## config.mk

```make
export PLATFORM = sky130hd
export DESIGN_NAME = uart_tx_fifo
export DESIGN_NICKNAME = d
export VERILOG_FILES = /design/src/rtl/uart_tx_fifo.sv
export SDC_FILE = /design/constraint.sdc
export NUM_CORES = 1
export LEC_CHECK = 0
export CAP_MARGIN = 20
export CORE_AREA = 2 2 203 125
export DETAILED_ROUTE_END_ITERATION = 8
export DIE_AREA = 0 0 205 127
export HOLD_SLACK_MARGIN = 0.02
export PLACE_DENSITY = 0.56
export SLEW_MARGIN = 10
export SYNTH_ARGS = -nofsm -noshare
export SYNTH_HDL_FRONTEND = slang
export SYNTH_SLANG_ARGS = --single-unit
```

## constraint.sdc

```tcl
create_clock -name clk -period 3.9 [get_ports clk]
set_input_delay 0.39 -clock clk [delete_from_list [all_inputs] [get_ports clk]]
set_output_delay 0.39 -clock clk [all_outputs]
set_load 0.03 [all_outputs]
```

## src/rtl/uart_tx_fifo.sv

```systemverilog
// uart_tx_fifo: transmit-side byte queue feeding a UART transmitter.
// Buffers up to DEPTH bytes from user logic and launches them one at a time
// over the TX_Data/transmit/busy handshake. It also flags dropped writes and
// transmitters that never answer a start request.
module uart_tx_fifo #(
    parameter int DATA_WIDTH  = 8,
    parameter int DEPTH       = 16,
    parameter int ADDR_WIDTH  = 4,
    parameter int REQ_TIMEOUT = 65535
) (
    input  logic                  clk,
    input  logic                  reset,
    input  logic [DATA_WIDTH-1:0] wr_data,
    input  logic                  wr_en,
    output logic                  full,
    output logic                  empty,
    output logic [ADDR_WIDTH:0]   count,
    output logic                  overflow,
    output logic                  tx_timeout,
    output logic [DATA_WIDTH-1:0] TX_Data,
    output logic                  transmit,
    input  logic                  busy
);

    // The request timer only has to reach REQ_TIMEOUT-1.
    localparam int                    TMR_WIDTH  = (REQ_TIMEOUT > 2) ? $clog2(REQ_TIMEOUT) : 1;
    localparam logic [TMR_WIDTH-1:0]  TMR_LAST   = TMR_WIDTH'(REQ_TIMEOUT - 1);
    localparam logic [ADDR_WIDTH:0]   COUNT_FULL = (ADDR_WIDTH + 1)'(DEPTH);

    typedef enum logic [1:0] {
        ST_IDLE,
        ST_REQ,
        ST_ACTIVE
    } state_t;

    logic [DATA_WIDTH-1:0] mem_q [DEPTH];

    logic [ADDR_WIDTH-1:0] wr_ptr_q, wr_ptr_d;
    logic [ADDR_WIDTH-1:0] rd_ptr_q, rd_ptr_d;
    logic [ADDR_WIDTH:0]   count_q, count_d;
    logic                  busy_meta_q, busy_s_q;
    state_t                state_q, state_d;
    logic [TMR_WIDTH-1:0]  tmr_q, tmr_d;
    logic [DATA_WIDTH-1:0] tx_data_q, tx_data_d;
    logic                  transmit_q, transmit_d;
    logic                  overflow_q, overflow_d;
    logic                  tx_timeout_q, tx_timeout_d;
    logic                  push, pop;

    // Status flags come straight from the registered occupancy counter.
    assign full  = (count_q == COUNT_FULL);
    assign empty = (count_q == '0);

    // Next-state logic for the queue bookkeeping and the launcher FSM.
    always_comb begin
        // NOTE: every signal gets a default here so no path leaves it unassigned (no latches).
        push         = wr_en && !full;
        pop          = 1'b0;
        overflow_d   = wr_en && full;
        tx_timeout_d = 1'b0;
        state_d      = state_q;
        tmr_d        = tmr_q;
        tx_data_d    = tx_data_q;

        case (state_q)
            ST_IDLE: begin
                if (!empty && !busy_s_q) begin
                    pop       = 1'b1;
                    tx_data_d = mem_q[rd_ptr_q];
                    tmr_d     = '0;
                    state_d   = ST_REQ;
                end
            end
            ST_REQ: begin
                if (busy_s_q) begin
                    state_d = ST_ACTIVE;
                end else if (tmr_q == TMR_LAST) begin
                    // Transmitter never answered: drop this byte, no retry.
                    tx_timeout_d = 1'b1;
                    state_d      = ST_IDLE;
                end else begin
                    tmr_d = tmr_q + 1'b1;
                end
            end
            ST_ACTIVE: begin
                if (!busy_s_q) begin
                    state_d = ST_IDLE;
                end
            end
            default: state_d = ST_IDLE;
        endcase

        wr_ptr_d = push ? wr_ptr_q + 1'b1 : wr_ptr_q;
        rd_ptr_d = pop  ? rd_ptr_q + 1'b1 : rd_ptr_q;

        case ({push, pop})
            2'b10:   count_d = count_q + 1'b1;
            2'b01:   count_d = count_q - 1'b1;
            default: count_d = count_q;
        endcase

        transmit_d = (state_d == ST_REQ);
    end

    // Control state, synchronizer and registered outputs.
    always_ff @(posedge clk) begin
        // NOTE: sequential state uses non-blocking assignments so every flop samples pre-edge values.
        if (reset) begin
            wr_ptr_q     <= '0;
            rd_ptr_q     <= '0;
            count_q      <= '0;
            busy_meta_q  <= 1'b0;
            busy_s_q     <= 1'b0;
            state_q      <= ST_IDLE;
            tmr_q        <= '0;
            tx_data_q    <= '0;
            transmit_q   <= 1'b0;
            overflow_q   <= 1'b0;
            tx_timeout_q <= 1'b0;
        end else begin
            wr_ptr_q     <= wr_ptr_d;
            rd_ptr_q     <= rd_ptr_d;
            count_q      <= count_d;
            busy_meta_q  <= busy;
            busy_s_q     <= busy_meta_q;
            state_q      <= state_d;
            tmr_q        <= tmr_d;
            tx_data_q    <= tx_data_d;
            transmit_q   <= transmit_d;
            overflow_q   <= overflow_d;
            tx_timeout_q <= tx_timeout_d;
        end
    end

    // Byte storage written on every accepted push.
    always_ff @(posedge clk) begin
        // NOTE: the array is not reset; count and pointers alone decide which entries are valid.
        if (push) begin
            mem_q[wr_ptr_q] <= wr_data;
        end
    end

    assign count      = count_q;
    assign overflow   = overflow_q;
    assign tx_timeout = tx_timeout_q;
    assign TX_Data    = tx_data_q;
    assign transmit   = transmit_q;

endmodule

```

==> metrics.log <==
[metrics] share of cells above drive strength 1: 0.174
[metrics] I/O Buffers: 29
[metrics] total number of H-tree levels: 4
[metrics] worst supply voltage drop on vdd: 358 uV
[metrics] reported net switching power: 1.68 mW
[metrics] largest stage delay on the critical path: 0.60 ns
[metrics] internal cell power: 3.66 mW
[metrics] routability cong.: 0.743
[metrics] Cell Count Post-Placement: 801
[metrics] first-pass GRT wire length: 24000 um
[metrics] initial standard-cell utilization of the core: 0.297
[metrics] arrival time reported for the critical path endpoint: 3.31 ns
[metrics] sequential-to-total area share from yosys stat: 0.663
[metrics] area taken by multi-input logic gates: 2240 sq um
[metrics] area taken by flip-flops and latches: 4730 sq um
[metrics] Core Box Area: 24000 sq um
[metrics] post-synthesis cell count: 464
[metrics] I/O pin count: 30
[metrics] post-synth design cell area: 7130 sq um
[metrics] number of violations reported at the end of detailed-routing iteration 0: 232
[metrics] final clock period utilization by the worst path: 0.756
[metrics] DR DRC count: 0
[metrics] number of flops mapped to enable cells by yosys: 128
[metrics] Vias per Instance: 4.88
[metrics] cell taking the most area after synthesis: sky130_fd_sc_hd__edfxtp_1
[metrics] number of violations of the max-capacitance limit: 0
[metrics] total overflow reported by the global router: 0
[metrics] TritonCTS Sinks: 172
[metrics] setup repair after global routing missed its margin: no
[metrics] main flop type after synthesis: sky130_fd_sc_hd__edfxtp_1
[metrics] antenna violations before repair: 0
[metrics] root buffer cell: sky130_fd_sc_hd__clkbuf_16
[metrics] type of the worst setup path: reg -> reg
[metrics] number of filler cells placed in the layout: 2282
[metrics] pin count of the biggest net entering global routing: 41
[metrics] Ys Warns: 0
[metrics] most used routing layer: met2
[metrics] number of global-route vias before repair: 4072
[metrics] Setup Viol. Count Final: 0
[metrics] Tightest Hold Check Type: reg -> reg
[metrics] clock insertion delay at the later pin of the skew report: 0.42 ns
[metrics] TNS Setup: 0 ns
[metrics] cts hold-fix bufs: 0
[metrics] maximum root-to-sink buffer count: 2
[metrics] worst setup skew after layout: 0.00981 ns
[metrics] total power: 5.35 mW
[metrics] CTS tree: done
[metrics] Yosys cell types: 49
[metrics] CP endpoint kind: register
[metrics] die outline area: 26000 sq um
[metrics] number of antenna repair diodes: 0
[metrics] leading cell types by total area after synthesis: sky130_fd_sc_hd__edfxtp_1 (54%), sky130_fd_sc_hd__dfxtp_1 (12%), sky130_fd_sc_hd__mux4_2 (10%)
[metrics] fmax: 339 MHz
[metrics] setup bufs post-CTS: 0
[metrics] first-pass iteration count of the detailed router: 5
[metrics] detail-routed net length per standard cell: 18.3 um
[metrics] clock transition at the register clock pins on the worst setup and hold paths after CTS: 0.07 ns
[metrics] worst-path cell chain: or4_4, o21ai_4, inv_2, ha_1, xor2_1, ha_1, a21oi_1, xor2_1, or3_1, a21oi_1
[metrics] standard cell with the maximum stage delay on the critical path: sky130_fd_sc_hd__or4_4
[metrics] most frequently used cell type in the post-synthesis netlist: sky130_fd_sc_hd__edfxtp_1
[metrics] met2 Track Usage GR: 0.187
[metrics] total length of routed wires: 15300 um
[metrics] number of hold-slack violations in the final timing report: 0
[metrics] leakage power: 2.68 nW
[metrics] nets@finish: 521
[metrics] power density over cell area: 634 nW/um^2
[metrics] minimum period implied by the final worst setup slack: 2.95 ns
[metrics] number of buffers created by CTS: 17
[metrics] nets in the synthesized netlist: 487
[metrics] Rel. slew slack: 0.344
[metrics] core occupancy in the finished layout: 0.351
[metrics] worst-margin pin slew: 0.981 ns
[metrics] number of storage elements in the synthesis netlist: 172
[metrics] grt met3 use: 0.0306
[metrics] Row Count: 44
[metrics] Synth top cells by count: sky130_fd_sc_hd__edfxtp_1 (128), sky130_fd_sc_hd__dfxtp_1 (44), sky130_fd_sc_hd__mux4_2 (32), sky130_fd_sc_hd__mux2i_1 (28), sky130_fd_sc_hd__nand3_1 (27)
[metrics] met1 demand-to-capacity share in global routing: 0.179
[metrics] kind of launch point of the worst setup path: register
[metrics] share of total power in the clock network: 0.316
[metrics] combinational group share of total power: 0.265
[metrics] Switching Fraction: 0.314
[metrics] signed area change from the synthesized netlist to the final layout: 18.2%
[metrics] Post-CTS Resized: 0
[metrics] count of vias placed by the detailed router: 4062
[metrics] data required time at the worst endpoint: 4.26 ns
[metrics] number of standard cells in the final layout excluding fillers: 833
[metrics] CP max FO: 22
[metrics] area share of the largest cell type after synthesis: 0.539
[metrics] count of antenna-violating nets left after detailed routing: 0
[metrics] share of total power in sequential cells: 0.420
[metrics] Post-synth ARST share: 0
[metrics] Mapped Avg Cell Area: 15.4 sq um
[metrics] Die Span X: 205 um
[metrics] outcome: complete, no violations
[metrics] post-DP HPWL: 10200 um
[metrics] Global Route Usage Sum: 0.125
[metrics] height of the die: 127 um
[metrics] Final Max Tran Viols: 0
## critical path, delay by kind of cell, from the launching register on
| kind | cells | cell delay, ns |
|---|---|---|
| AO/OA/AOI/OAI | 3 | 0.46 |
| AND/OR/NAND/NOR | 2 | 0.92 |
| flip-flops | 1 | 0.41 |
| XOR/XNOR | 2 | 0.29 |
| adder cells (fa/ha/maj) | 2 | 0.60 |
| buffers and inverters | 1 | 0.19 |
## stage by stage
| step | worst slack, ns | hold WS (ns) | cell area, sq um |
|---|---|---|---|
| floorplan | 0.827 | 0.414 | 7130 |
| global placement | 0.975 | 0.417 | 7810 |
| detailed placement | 0.837 | 0.428 | 7840 |
| CTS | 0.978 | 0.445 | 8430 |
| global route | 0.692 | 0.453 | 8430 |
| finish | 0.952 | 0.441 | 8430 |
## kinds of logic after synthesis
| kind of cell | Yosys count | share of synthesized area |
|---|---|---|
| AO/OA/AOI/OAI | 41 | 0.0444 |
| XOR/XNOR | 9 | 0.0111 |
| AND/OR/NAND/NOR | 125 | 0.0921 |
| multiplexers | 64 | 0.147 |
| flip-flops | 172 | 0.663 |
| buffers and inverters | 42 | 0.0239 |
| adder cells (fa/ha/maj) | 11 | 0.0193 |
## cell usage in the layout (no fill, tap or decap), drive strengths merged, types with 5 or more instances in the layout
master	count
nand2b	5
edfxtp	128
xor2	6
nor3	14
buf	16
nor4	8
a211oi	6
inv	17
o221ai	9
clkdlybuf4s50	29
a21oi	7
or3	15
clkbuf	17
mux4	32
nand3	27
nand2	15
dfxtp	44
mux2i	28
nor2	25
clkinv	7
ha	11
## cell type report
class | count | share of cell area
Timing Repair Buffer | 45 | 0.0511
Multi-Input combinational cell | 250 | 0.265
Clock buffer | 17 | 0.0505
Sequential cell | 172 | 0.561
Inverter | 12 | 0.00534
Tap cell | 322 | 0.0478
Clock inverter | 15 | 0.0194
## state kept, by name (all words and copies together) (netlist names)
| name | cells |
|---|---|
| count | 5 |
| rd_ptr_q | 4 |
| state_q | 2 |
| overflow | 1 |
| mem_q | 128 |
| TX_Data | 8 |
| tx_timeout | 1 |
| wr_ptr_q | 4 |
| tmr_q | 16 |
| busy_meta_q | 1 |
| transmit | 1 |
| busy_s_q | 1 |
## metal layers
layer | up-vias | part of all wire
met1 | 2066 | 0.49
met3 | 9 | 0.043
li1 | 1897 | -
met2 | 90 | 0.46
met5 | - | 0
met4 | 0 | 0.0092
## power groups by stage
| stage | registers [mW] | logic (mW) | clock network (mW) |
|---|---|---|---|
| detailed placement | 2.29 | 1.43 | 0 |
| global placement | 2.30 | 1.35 | 0 |
| CTS | 2.25 | 1.43 | 1.72 |
| floorplan | 2.32 | 0.898 | 0 |
| global route | 2.27 | 1.54 | 1.79 |
| finish | 2.24 | 1.41 | 1.69 |
## path summary, 6_finish.rpt
| kind | from | endpoint | slack, ns | cells after the start |
|---|---|---|---|---|
| max reg2reg | count[1] | count[2] | 0.95 | 10 |
| max | count[1] | count[2] | 0.95 | 10 |
| min | busy_meta_q | busy_s_q | 0.44 | 1 |
| min reg2reg | busy_meta_q | busy_s_q | 0.44 | 1 |
Power figures use the tool's default switching activity.
